--- config.mk ---
export PLATFORM = sky130hd
export DESIGN_NAME = muldiv_engine_flat
export DESIGN_NICKNAME = d
export VERILOG_FILES = /design/src/rtl/muldiv_engine_if.sv /design/src/rtl/muldiv_engine.sv /design/src/flat_wrapper.sv
export SDC_FILE = /design/constraint.sdc
export NUM_CORES = 2
export LEC_CHECK = 0
export ABC_AREA = 0
export CAP_MARGIN = 15
export CORE_ASPECT_RATIO = 0.75
export CORE_MARGIN = 2
export CORE_UTILIZATION = 50
export CTS_BUF_LIST = sky130_fd_sc_hd__clkbuf_16
export DETAILED_ROUTE_END_ITERATION = 8
export PLACE_DENSITY = 0.67
export SLEW_MARGIN = 20
export SYNTH_ARGS = -nofsm -noshare
export SYNTH_HDL_FRONTEND = slang
export SYNTH_SLANG_ARGS = --single-unit
--- constraint.sdc ---
create_clock -name clk -period 19 [get_ports clk]
set_input_delay 3.8 -clock clk [delete_from_list [all_inputs] [get_ports clk]]
set_output_delay 3.8 -clock clk [all_outputs]
set_load 0.02 [all_outputs]
--- src/rtl/muldiv_engine_if.sv ---
// muldiv_engine_if -- request/response bundle for muldiv_engine.
//   start, op[1:0], srca[31:0], srcb[31:0], flush : requester -> engine
//   busy, done, hi[31:0], lo[31:0]                : engine -> requester
// master modport is the requester side, slave modport is the engine side.
interface muldiv_engine_if;
   logic        start;
   logic [1:0]  op;
   logic [31:0] srca;
   logic [31:0] srcb;
   logic        flush;
   logic        busy;
   logic        done;
   logic [31:0] hi;
   logic [31:0] lo;

   modport master (
      output start, op, srca, srcb, flush,
      input  busy, done, hi, lo
   );

   modport slave (
      input  start, op, srca, srcb, flush,
      output busy, done, hi, lo
   );
endinterface

--- src/rtl/muldiv_engine.sv ---
// muldiv_engine -- multi-cycle 32-bit multiply / divide unit.
//   clk   : sole clock, rising edge
//   reset : synchronous, active-low
//   bus   : muldiv_engine_if.slave
//           start/op/srca/srcb/flush in, busy/done/hi/lo out
//   op    : 0=MULT 1=MULTU 2=DIV 3=DIVU
//   MUL_LAT (1..4) : cycles from accept to done for MULT/MULTU.
// Build option MULDIV_DIV_EN: when defined, DIV/DIVU use a 32-iteration
// restoring divider (done 33 cycles after accept). When undefined, no divider
// is built and DIV/DIVU complete the cycle after accept with hi=lo=0.
module muldiv_engine #(
   parameter int unsigned MUL_LAT = 3
) (
   input  logic             clk,
   input  logic             reset,
   muldiv_engine_if.slave   bus
);

   typedef enum logic [1:0] {IDLE, MUL, DIV, FIX} state_t;

   localparam logic [2:0] MUL_LAST = 3'(MUL_LAT - 1);

   state_t      state;
   logic        busy_r;
   logic        done_r;
   logic [31:0] hi_r;
   logic [31:0] lo_r;
   logic [63:0] prod_r;
   logic [2:0]  mul_cnt;

   logic        signed_op;
   logic        is_div;
   logic        accept;
   logic [63:0] ext_a;
   logic [63:0] ext_b;
   logic [63:0] product;

   assign bus.busy = busy_r;
   assign bus.done = done_r;
   assign bus.hi   = hi_r;
   assign bus.lo   = lo_r;

   // busy_r stays high through the done cycle, so this also blocks
   // a start that arrives while the result is being presented.
   always_comb begin
      signed_op = ~bus.op[0];
      is_div    = bus.op[1];
      accept    = bus.start & ~busy_r & ~bus.flush & (state == IDLE);
      // low 64 bits of the 64x64 product give the correct signed or
      // unsigned 32x32 result depending on the extension
      ext_a     = {{32{signed_op & bus.srca[31]}}, bus.srca};
      ext_b     = {{32{signed_op & bus.srcb[31]}}, bus.srcb};
      product   = ext_a * ext_b;
   end

`ifdef MULDIV_DIV_EN
   logic [31:0] rem_r;
   logic [31:0] quo_r;
   logic [31:0] dvs_r;
   logic [4:0]  div_cnt;
   logic        neg_q;
   logic        neg_r;
   logic        div0;

   logic [31:0] abs_a;
   logic [31:0] abs_b;
   logic [32:0] shifted;
   logic [32:0] trial;
   logic [31:0] rem_nx;
   logic [31:0] quo_nx;
   logic [31:0] rem_fix;
   logic [31:0] quo_fix;

   always_comb begin
      abs_a   = (signed_op & bus.srca[31]) ? (32'd0 - bus.srca) : bus.srca;
      abs_b   = (signed_op & bus.srcb[31]) ? (32'd0 - bus.srcb) : bus.srcb;
      // one restoring step: shift next dividend bit in, subtract if it fits
      shifted = {rem_r, quo_r[31]};
      trial   = shifted - {1'b0, dvs_r};
      if (!trial[32]) begin
         rem_nx = trial[31:0];
         quo_nx = {quo_r[30:0], 1'b1};
      end else begin
         rem_nx = shifted[31:0];
         quo_nx = {quo_r[30:0], 1'b0};
      end
      // sign fix is folded into the last iteration so the result is
      // registered as FIX (the done cycle) begins
      quo_fix = div0 ? '1 : (neg_q ? (32'd0 - quo_nx) : quo_nx);
      rem_fix = neg_r ? (32'd0 - rem_nx) : rem_nx;
   end
`endif

   always_ff @(posedge clk) begin
      if (!reset) begin
         state   <= IDLE;
         busy_r  <= 1'b0;
         done_r  <= 1'b0;
         hi_r    <= '0;
         lo_r    <= '0;
         prod_r  <= '0;
         mul_cnt <= '0;
`ifdef MULDIV_DIV_EN
         rem_r   <= '0;
         quo_r   <= '0;
         dvs_r   <= '0;
         div_cnt <= '0;
         neg_q   <= 1'b0;
         neg_r   <= 1'b0;
         div0    <= 1'b0;
`endif
      end else if (bus.flush) begin
         state   <= IDLE;
         busy_r  <= 1'b0;
         done_r  <= 1'b0;
         mul_cnt <= '0;
`ifdef MULDIV_DIV_EN
         div_cnt <= '0;
`endif
      end else begin
         case (state)
            IDLE: begin
               busy_r <= 1'b0;
               done_r <= 1'b0;
               if (accept) begin
                  busy_r <= 1'b1;
                  if (!is_div) begin
                     if (MUL_LAT == 1) begin
                        {hi_r, lo_r} <= product;
                        done_r       <= 1'b1;
                     end else begin
                        prod_r  <= product;
                        mul_cnt <= 3'd1;
                        state   <= MUL;
                     end
                  end else begin
`ifdef MULDIV_DIV_EN
                     rem_r   <= '0;
                     quo_r   <= abs_a;
                     dvs_r   <= abs_b;
                     div_cnt <= '0;
                     neg_q   <= signed_op & (bus.srca[31] ^ bus.srcb[31]);
                     neg_r   <= signed_op & bus.srca[31];
                     div0    <= (bus.srcb == 32'd0);
                     state   <= DIV;
`else
                     hi_r    <= '0;
                     lo_r    <= '0;
                     done_r  <= 1'b1;
`endif
                  end
               end
            end
            MUL: begin
               if (mul_cnt == MUL_LAST) begin
                  {hi_r, lo_r} <= prod_r;
                  done_r       <= 1'b1;
                  mul_cnt      <= '0;
                  state        <= IDLE;
               end else begin
                  mul_cnt <= mul_cnt + 3'd1;
               end
            end
            DIV: begin
`ifdef MULDIV_DIV_EN
               rem_r <= rem_nx;
               quo_r <= quo_nx;
               if (div_cnt == 5'd31) begin
                  hi_r    <= rem_fix;
                  lo_r    <= quo_fix;
                  done_r  <= 1'b1;
                  div_cnt <= '0;
                  state   <= FIX;
               end else begin
                  div_cnt <= div_cnt + 5'd1;
               end
`else
               state <= IDLE;
`endif
            end
            FIX: begin
               busy_r <= 1'b0;
               done_r <= 1'b0;
               state  <= IDLE;
            end
            default: state <= IDLE;
         endcase
      end
   end

endmodule

--- src/flat_wrapper.sv ---
// flat-port wrapper written by rule: the top's interface ports become plain ports
module muldiv_engine_flat 
#(
   parameter int unsigned MUL_LAT = 3
)
  (clk, reset, bus_start, bus_op, bus_srca, bus_srcb, bus_flush, bus_busy, bus_done, bus_hi, bus_lo);
  muldiv_engine_if bus_i ();
  input  logic clk;
  input  logic reset;
  input wire logic [$bits(bus_i.start)-1:0] bus_start;
  input wire logic [$bits(bus_i.op)-1:0] bus_op;
  input wire logic [$bits(bus_i.srca)-1:0] bus_srca;
  input wire logic [$bits(bus_i.srcb)-1:0] bus_srcb;
  input wire logic [$bits(bus_i.flush)-1:0] bus_flush;
  output wire logic [$bits(bus_i.busy)-1:0] bus_busy;
  output wire logic [$bits(bus_i.done)-1:0] bus_done;
  output wire logic [$bits(bus_i.hi)-1:0] bus_hi;
  output wire logic [$bits(bus_i.lo)-1:0] bus_lo;
  assign bus_i.start = bus_start;
  assign bus_i.op = bus_op;
  assign bus_i.srca = bus_srca;
  assign bus_i.srcb = bus_srcb;
  assign bus_i.flush = bus_flush;
  assign bus_busy = bus_i.busy;
  assign bus_done = bus_i.done;
  assign bus_hi = bus_i.hi;
  assign bus_lo = bus_i.lo;
  muldiv_engine #(.MUL_LAT(MUL_LAT)) u_core (.clk(clk), .reset(reset), .bus(bus_i));
endmodule
==> results.yml <==
detailed_routing:
  viasPerCell: 5.31
  num_vias: 30700
  routed_wirelength_mm: 108
  ant_nets: 0
  wire_per_inst_microns: 18.7
  post-route-drc-count: 0
  drt_iter0_markers: 1975
  dr.pass1.iters: 5
timing:
  final_hold_viol_count: 0
  fin_worst_skew_ps: 11.5
  worstMarginPinSlew_ps: 986
  fin_tns_setup_ps: 0
  period_share: 0.660
  setup_ws_ps: 6460
  min_period_ps: 12540
  drv_slew: 0
  timing.fmax_ghz: 0.0797
  rsz0062_at_grt: "no"
  slew_headroom: 0.343
  finalSetupViolCount: 0
clock_tree:
  clock_sinks: 134
  htree_num_levels: 4
  cts_tree: "yes"
  clk_pin_slew_ps: 60
  cts_buffers: 17
  clk_path_buf_depth: 2
  ctsResizeCount: 0
  clock_latency_ps: 430
  cts_root_buffer: "clkbuf_16"
  cts_setup_buffers: 0
  cts_hold_buffers: 0
yosys:
  syn_area_per_cell_sq_um: 9.02
  ys_async_sr_fraction: 0
  synth_top_cells_by_count: "fa_1 (1125), inv_1 (1094), nand2_1 (875)"
  ys_seq_area_frac: 0.0634
  yosysMostFrequentCell: "fa_1"
  ys_warn_count: 0
  postSynthCellCount: 4689
  synth_edf_count: 0
  ys.flop_type: "dfxtp_1"
  yosysTopAreaCell: "fa_1"
  syn-num-nets: 6096
  synth.distinct_cells: 73
  synthTopCellsByArea: "fa_1 (53%), inv_1 (9.7%), nand2_1 (7.8%)"
  netlist_area_sq_um: 42300
  yosys.area.top_type_share: 0.533
  synth_seq_cells: 134
die:
  io_pins: 136
  start_util: 0.504
  die_y_microns: 256
  std_cell_rows: 92
  core_sq_um: 83900
  dieArea_sq_um: 86900
  die_w_microns: 340
setup_path:
  cp.arrival_ps: 12830
  path_max_fanout: 33
  cp-start-kind: "input port"
  critPathKind: "input port to register"
  cp_data_required_time_ps: 19290
  endpoint_kind: "register"
global_route:
  grt_pass1_wl_mm: 182
  antenna_found_initial: 0
  grt_max_degree: 93
  grt.overflow.total: 0
  grt_use_total: 0.265
  grt_pass1_vias: 33900
finish:
  final_cells: 5776
  syn2layout_area_growth_pct: 6.34
  antenna_cells: 0
  multi_input_area_sq_um: 34500
  finish.utilization: 0.536
  fill_cells: 7650
  regArea_sq_um: 2680
  fin_nets: 6042
  drive_gt1_frac: 0.0308
min_path:
  worstHoldPathType: "register to register"
placement:
  place_congestion: 0.908
  dp.cells: 5744
  portBuffers: 135
  hpwl_mm: 84.3
  dp_slack_ps: 5990
outcome:
  status: "finished, final reports clean"
job:
  cap_violations: 0
## worst max-delay path: stages
cell and delay [ps]:
clkdlybuf4s50_1 450, buf_4 360, nor2b_1 190, buf_4 300
nand2_1 150, inv_1 160, fa_1 500, fa_1 570
fa_2 640, inv_1 270, fa_1 1090, inv_1 270
fa_1 520, fa_1 550, inv_1 50, fa_1 460
fa_1 490, inv_1 40, ha_1 370, and4_1 270
a221oi_4 340, a31o_2 230, a31oi_4 60, a41oi_4 310
o21ai_2 100, xnor2_1 160, a21oi_1 80
## through the flow
stage	area [sq um]	hold slack, ps
6_report	45000	448
5_1_grt	45000	467
4_1_cts	45000	451
3_5_place_dp	44400	445
3_3_place_gp	44400	442
2_1_floorplan	42300	426
## flip-flops by register name, indices dropped and copies added, names as in the netlist
name / cells
u_core.bus.busy: 1
u_core.bus.lo: 32
u_core.state: 1
u_core.mul_cnt: 3
u_core.bus.done: 1
u_core.bus.hi: 32
u_core.prod_r: 64
## cell usage in the layout, fill, tap and decap left out, drive strengths merged, types with 3 or more instances in the layout
cell	n
ha	212
clkdlybuf4s50	113
inv	1097
nor2b	5
o21ai	54
bufinv	3
a21oi	170
o21bai	10
clkbuf	18
clkinvlp	3
or4	5
nor3b	3
nand2	875
xor2	14
nand3	86
nand4	12
a211oi	10
a21o	18
or3	4
o211ai	7
buf	73
and2	360
a31oi	11
dfxtp	134
o21a	6
nor3	16
or2	12
fa	1125
clkinv	7
nand2b	12
xnor2	53
nor4	4
nor2	79
## worst paths after layout
check / start / slack, ps / endpoint / depth (start not counted)
worst max-delay path: bus_srca[31] / 6460 / u_core.prod_r[63] / 27
worst max register to register: u_core.state[0] / 16290 / u_core.bus.lo[23] / 6
worst min register to register: u_core.bus.lo[15] / 450 / u_core.bus.lo[15] / 2
worst min-delay path: u_core.bus.lo[15] / 450 / u_core.bus.lo[15] / 2
## kinds of logic after synthesis
| kind of cell | after synthesis | share of synthesized area |
|---|---|---|
| buffers and inverters | 1355 | 0.120 |
| DFF | 134 | 0.0634 |
| xor gates and xnor gates | 67 | 0.0139 |
| and+or+nand+nor | 1481 | 0.160 |
| adders and majority gates | 1337 | 0.595 |
| muxes | 2 | 0.000503 |
| AOI/OAI and AO/OA | 313 | 0.0463 |
## metal layers
metal  global-route usage  wire [microns]  up-vias
met4               0.0897            4250        0
met5                    0               0        -
met3               0.0363            6870      216
met1                0.352           44200    16000
met2                0.449           52700     1069
li1                     -               -    13400
## area by class of cell
class,count,share of cell area
clock buffer,17,0.00946
timing repair buffer,187,0.0363
tap,1128,0.0314
sequential,134,0.0597
inverter,1095,0.0914
clock inverter,15,0.00395
multi-input combinational,3200,0.768
Power is left out: the tool's default activity adds up to more than one toggle a clock period on the data nets, which glitch-free logic cannot reach.
